==> src/rtl/datapath.sv <==
// -----------------------------------------------------------------------------
// datapath
//
// Purpose:
//   Single WIDTH-bit counter register C with an increment/decrement unit and a
//   zero/minus flag decoder. C can be cleared, loaded with C+1 / C-1, or held.
//   Priority at each rising edge: reset > c_clr > c_ld > hold.
//
// Ports (top level):
//   clk    in   1      system clock, all state updates on its rising edge
//   reset  in   1      synchronous active-high reset, forces C to 0
//   op     in   1      0 = increment, 1 = decrement
//   c_ld   in   1      load C with the arithmetic result
//   c_clr  in   1      synchronous clear of C
//   z      out  1      C == 0
//   m      out  1      C[WIDTH-1] (C negative in two's complement)
//   c_out  out  WIDTH  current value of C
//
// Sub-modules:
//   IncDec      combinational C+1 / C-1, modulo 2^WIDTH
//   CReg        the C register with reset / clear / load priority
//   FlagDecode  combinational zero and minus flags
// -----------------------------------------------------------------------------

// -----------------------------------------------------------------------------
// IncDec
//
// Purpose:
//   Combinational incrementer/decrementer. Wraps silently modulo 2^WIDTH; no
//   carry or overflow is reported because the datapath has no error output.
//
// Ports:
//   a_i       in   WIDTH  operand (current C)
//   op_i      in   1      0 = a_i + 1, 1 = a_i - 1
//   result_o  out  WIDTH  arithmetic result
// -----------------------------------------------------------------------------
module IncDec #(
  parameter int WIDTH = 16
) (
  input  logic [WIDTH-1:0] a_i,
  input  logic             op_i,
  output logic [WIDTH-1:0] result_o
);

  // Both results are formed at full width so wrap-around falls out of the
  // natural truncation of the sum.
  logic [WIDTH-1:0] incValue;
  logic [WIDTH-1:0] decValue;

  assign incValue = a_i + WIDTH'(1);
  assign decValue = a_i - WIDTH'(1);

  always_comb begin
    result_o = incValue;
    if (op_i) begin
      result_o = decValue;
    end
  end

endmodule

// -----------------------------------------------------------------------------
// CReg
//
// Purpose:
//   The C register. Reset and clear both force zero; load takes the
//   arithmetic result; otherwise C holds regardless of op.
//
// Ports:
//   clk       in   1      clock
//   reset     in   1      synchronous active-high reset
//   clr_i     in   1      synchronous clear
//   ld_i      in   1      load enable
//   loadVal_i in   WIDTH  value to load when ld_i is set
//   c_o       out  WIDTH  current register value
// -----------------------------------------------------------------------------
module CReg #(
  parameter int WIDTH = 16
) (
  input  logic             clk,
  input  logic             reset,
  input  logic             clr_i,
  input  logic             ld_i,
  input  logic [WIDTH-1:0] loadVal_i,
  output logic [WIDTH-1:0] c_o
);

  logic [WIDTH-1:0] cQ;
  logic [WIDTH-1:0] cD;

  // Next-state selection. Clear wins over load, so a simultaneous clear and
  // load leaves C at zero. Reset is handled in the register itself so it
  // overrides everything, including a pending clear or load.
  always_comb begin
    cD = cQ;
    if (clr_i) begin
      cD = '0;
    end else if (ld_i) begin
      cD = loadVal_i;
    end
  end

  // State register. Reset is sampled only at the rising edge, so raising it
  // mid-cycle leaves C untouched until the next edge.
  always_ff @(posedge clk) begin
    if (reset) begin
      cQ <= '0;
    end else begin
      cQ <= cD;
    end
  end

  assign c_o = cQ;

endmodule

// -----------------------------------------------------------------------------
// FlagDecode
//
// Purpose:
//   Pure combinational decode of C into zero and minus flags, so the flags
//   are valid in the same cycle as c_out.
//
// Ports:
//   c_i      in   WIDTH  register value
//   zero_o   out  1      c_i == 0
//   minus_o  out  1      sign bit of c_i
// -----------------------------------------------------------------------------
module FlagDecode #(
  parameter int WIDTH = 16
) (
  input  logic [WIDTH-1:0] c_i,
  output logic             zero_o,
  output logic             minus_o
);

  assign zero_o  = (c_i == '0);
  assign minus_o = c_i[WIDTH-1];

endmodule

// -----------------------------------------------------------------------------
// datapath top: wires the three units together. No state lives here other
// than the C register inside CReg.
// -----------------------------------------------------------------------------
module datapath #(
  parameter int WIDTH = 16
) (
  input  logic             clk,
  input  logic             reset,
  input  logic             op,
  input  logic             c_ld,
  input  logic             c_clr,
  output logic             z,
  output logic             m,
  output logic [WIDTH-1:0] c_out
);

  logic [WIDTH-1:0] cValue;
  logic [WIDTH-1:0] arithResult;

  IncDec #(.WIDTH(WIDTH)) uIncDec (
    .a_i      (cValue),
    .op_i     (op),
    .result_o (arithResult)
  );

  CReg #(.WIDTH(WIDTH)) uCReg (
    .clk       (clk),
    .reset     (reset),
    .clr_i     (c_clr),
    .ld_i      (c_ld),
    .loadVal_i (arithResult),
    .c_o       (cValue)
  );

  FlagDecode #(.WIDTH(WIDTH)) uFlagDecode (
    .c_i     (cValue),
    .zero_o  (z),
    .minus_o (m)
  );

  assign c_out = cValue;

endmodule

==> config.mk <==
export PLATFORM = sky130hd
export DESIGN_NAME = datapath
export DESIGN_NICKNAME = d
export VERILOG_FILES = /design/src/rtl/datapath.sv
export SDC_FILE = /design/constraint.sdc
export NUM_CORES = 1
export LEC_CHECK = 0
export CAP_MARGIN = 20
export CELL_PAD_IN_SITES_DETAIL_PLACEMENT = 1
export CELL_PAD_IN_SITES_GLOBAL_PLACEMENT = 1
export CORE_MARGIN = 4
export CORE_UTILIZATION = 40
export DETAILED_ROUTE_END_ITERATION = 10
export HOLD_SLACK_MARGIN = 0.03
export PLACE_DENSITY_LB_ADDON = 0.25
export SLEW_MARGIN = 20
export SYNTH_ARGS = -nofsm -noshare
export SYNTH_HDL_FRONTEND = slang
export SYNTH_SLANG_ARGS = --single-unit
==> constraint.sdc <==
create_clock -name clk -period 2.7 [get_ports clk]
set_clock_uncertainty 0.1 [all_clocks]
set_input_delay 0.54 -clock clk [delete_from_list [all_inputs] [get_ports clk]]
set_output_delay 0.54 -clock clk [all_outputs]
set_load 0.005 [all_outputs]
==> results.yml <==
synth:
  synth_edf_count: 0
  ys_seq_elements: 16
  syn_inst: 163
  synth_area_um2: 1410
  synthFlopType: "dfxtp_1"
  synth_cell_types: 47
  synth_top_area_share: 0.227
  synth_fp_nets: 183
  yosysSeqAreaShare: 0.227
  yosys.area.top_type: "dfxtp_1"
  synth.avg_cell_area_um2: 8.65
  ys_warn_count: 0
  postSynth.asyncResetShare: 0
  synth_area_leaders: "dfxtp_1 (23%), ha_1 (12%), xnor2_1 (5.0%), a21oi_1 (4.3%), nor2_1 (4.3%)"
  yosys-top-cells-count: "dfxtp_1 (16), nor2_1 (16), ha_1 (14)"
detailed_routing:
  drtPass1Iterations: 4
  drc: 0
  ant_nets: 0
  vias: 1472
  drtIter0Drc: 53
  routed_wl_um: 4530
  wl_per_cell_um: 17.4
  avgViaCountPerCell: 5.64
run:
  cap_violations: 0
die:
  core_um2: 3360
  die_x_um: 67.4
  fp.dieH_um: 67.4
  initial_utilization: 0.419
  ioPinCount: 23
  die_area_um2: 4540
  rows: 21
critical_path:
  ff2ff_path_depth: 7
  worstSetupStartpoint: "op"
  crit_required_ns: 2.85
  path_class: "in2reg"
  rr_startpoint: "uCReg.c_o[0]$_SDFFE_PP0P_"
  rrSetupSlack_ns: 0.40
  crit_fanout: 7
  startpoint_type: "input pin"
  cp.arrival_ns: 2.65
  r2r_end: "uCReg.c_o[14]$_SDFFE_PP0P_"
  cp-end-kind: "flip-flop"
pwr:
  intPower_uw: 441
  power.density_nw_per_um2: 347
  power_switching_uw: 241
  ir_drop_v: 0.000198
  switching_share: 0.353
  seqPwrFrac: 0.385
  clkPwrFrac: 0.211
  p_leak_uw: 0.000791
  comb_power_share: 0.403
clock_network:
  cts_repair_resize_count: 5
  hold_buffers: 0
  cts.path.max_buffers: 2
  clockRootBuffer: "clkbuf_4"
  cts_sinks: 16
  worst_skew_pair.late_latency_ns: 0.31
  cts_buffers: 3
  clk_pin_slew_ns: 0.10
  cts_setup_buffers: 0
  htree_levels: 1
  cts_tree: "built"
finish:
  fin_nets: 237
  area_growth_pct: 39.2
  n_fill_cell: 418
  layout-drive-gt1-share: 0.270
  instances_no_fill: 261
  final_util: 0.584
  diodes: 0
  largest_register_ffs: 16
  fin_area_um2: 1960
worst_hold_path:
  hold_start: "uCReg.c_o[15]$_SDFFE_PP0P_"
  hold_class: "reg2reg"
  hold_end: "uCReg.c_o[15]$_SDFFE_PP0P_"
  whs_path_depth: 2
outcome:
  status: "complete, no violations"
global_route:
  antenna_found_initial: 0
  track_usage: 0.221
  grt_pass1_wl_um: 7510
  grt_max_degree: 14
  grt_remaining_overflow: 0
  grt_pass1_vias: 1549
timing:
  finalSetupViolCount: 0
  drv_slew: 0
  rsz0062_at_grt: "false"
  fin_setup_tns_ns: 0
  fmax_ghz: 0.401
  fin_crit_ns: 2.49
  period_share: 0.924
  tightest_slew_ns: 0.365
  timing.hold.ws_ns: 0.427
  relSlewSlack: 0.754
  hold_viol_final: 0
placed_design:
  port_buffers: 22
  dp_hpwl_um: 3590
  place_inst: 258
  gp_congestion: 0.861
  place_area_um2: 1910
[worst max path at each step]
stage	end	cells after the start
6_report	uCReg.c_o[15]$_SDFFE_PP0P_	9
4_1_cts	uCReg.c_o[15]$_SDFFE_PP0P_	9
3_5_place_dp	uCReg.c_o[14]$_SDFFE_PP0P_	9
5_1_grt	uCReg.c_o[14]$_SDFFE_PP0P_	9
3_3_place_gp	uCReg.c_o[14]$_SDFFE_PP0P_	9
2_1_floorplan	uCReg.c_o[14]$_SDFFE_PP0P_	7
[critical path, stage by stage]
cell           delay, ns
dlygate4sd2_1       0.29
buf_4               0.19
ha_1                0.33
a21o_1              0.20
a21oi_4             0.22
a21oi_2             0.10
or3_1               0.39
a311o_1             0.34
o21ai_2             0.05
[layer usage]
layer | up-vias | share of wire | wire [um] | track usage
met3 | 5 | 0.022 | 100 | 0.0266
met4 | 0 | 0.0084 | 38 | 0.0456
li1 | 727 | - | - | -
met2 | 21 | 0.51 | 2330 | 0.415
met1 | 719 | 0.46 | 2070 | 0.267
met5 | - | 0 | 0 | 0
[cell families (layout without fill, tap and decap cells)]
logic type	count (synthesis)	after routing	share of synthesized area
and+or+nand+nor	58	58	0.226
DFF	16	16	0.227
adders and majority gates	15	15	0.138
AOI/OAI and AO/OA	51	51	0.293
xor gates and xnor gates	8	8	0.0497
buffers and inverters	10	62	0.0302
muxes	5	5	0.0355
[power by group through the flow]
| stage | combinational [uW] | clock (uW) | sequential (uW) |
|---|---|---|---|
| 2_1_floorplan | 146 | 0 | 265 |
| 3_3_place_gp | 255 | 0 | 267 |
| 3_5_place_dp | 266 | 0 | 268 |
| 5_1_grt | 300 | 157 | 265 |
| 6_report | 275 | 144 | 263 |
| 4_1_cts | 275 | 143 | 263 |
[per-stage QoR]
step / power [uW] / worst slack, ns
global route: 722 / 0.0866
finish: 682 / 0.206
detailed placement: 534 / -0.465
global placement: 522 / -0.350
floorplan: 412 / 0.254
CTS: 681 / 0.187
[cells in the final DEF, fill, tap and decap left out, types with 4 or more instances in the layout]
cell / netlist / routed
buf_4: 1 / 33
clkdlybuf4s50_1: 0 / 21
nor2_1: 16 / 16
dfxtp_1: 16 / 16
ha_1: 14 / 13
a21oi_1: 12 / 11
nand3_1: 9 / 9
xnor2_1: 8 / 8
o21ai_0: 7 / 7
nand2_1: 6 / 6
nor4_1: 5 / 5
a21oi_2: 4 / 5
mux2i_1: 5 / 5
inv_1: 4 / 4
[layout make-up]
class / count / area, um^2 / share of cell area
clock buffer: 3 / 22.5 / 0.0115
inverter: 4 / 15.0 / 0.00765
multi-input combinational: 137 / 1080 / 0.551
sequential: 16 / 320 / 0.163
tap: 46 / 57.6 / 0.0293
timing repair buffer: 55 / 467 / 0.238
Power figures use the tool's default switching activity.
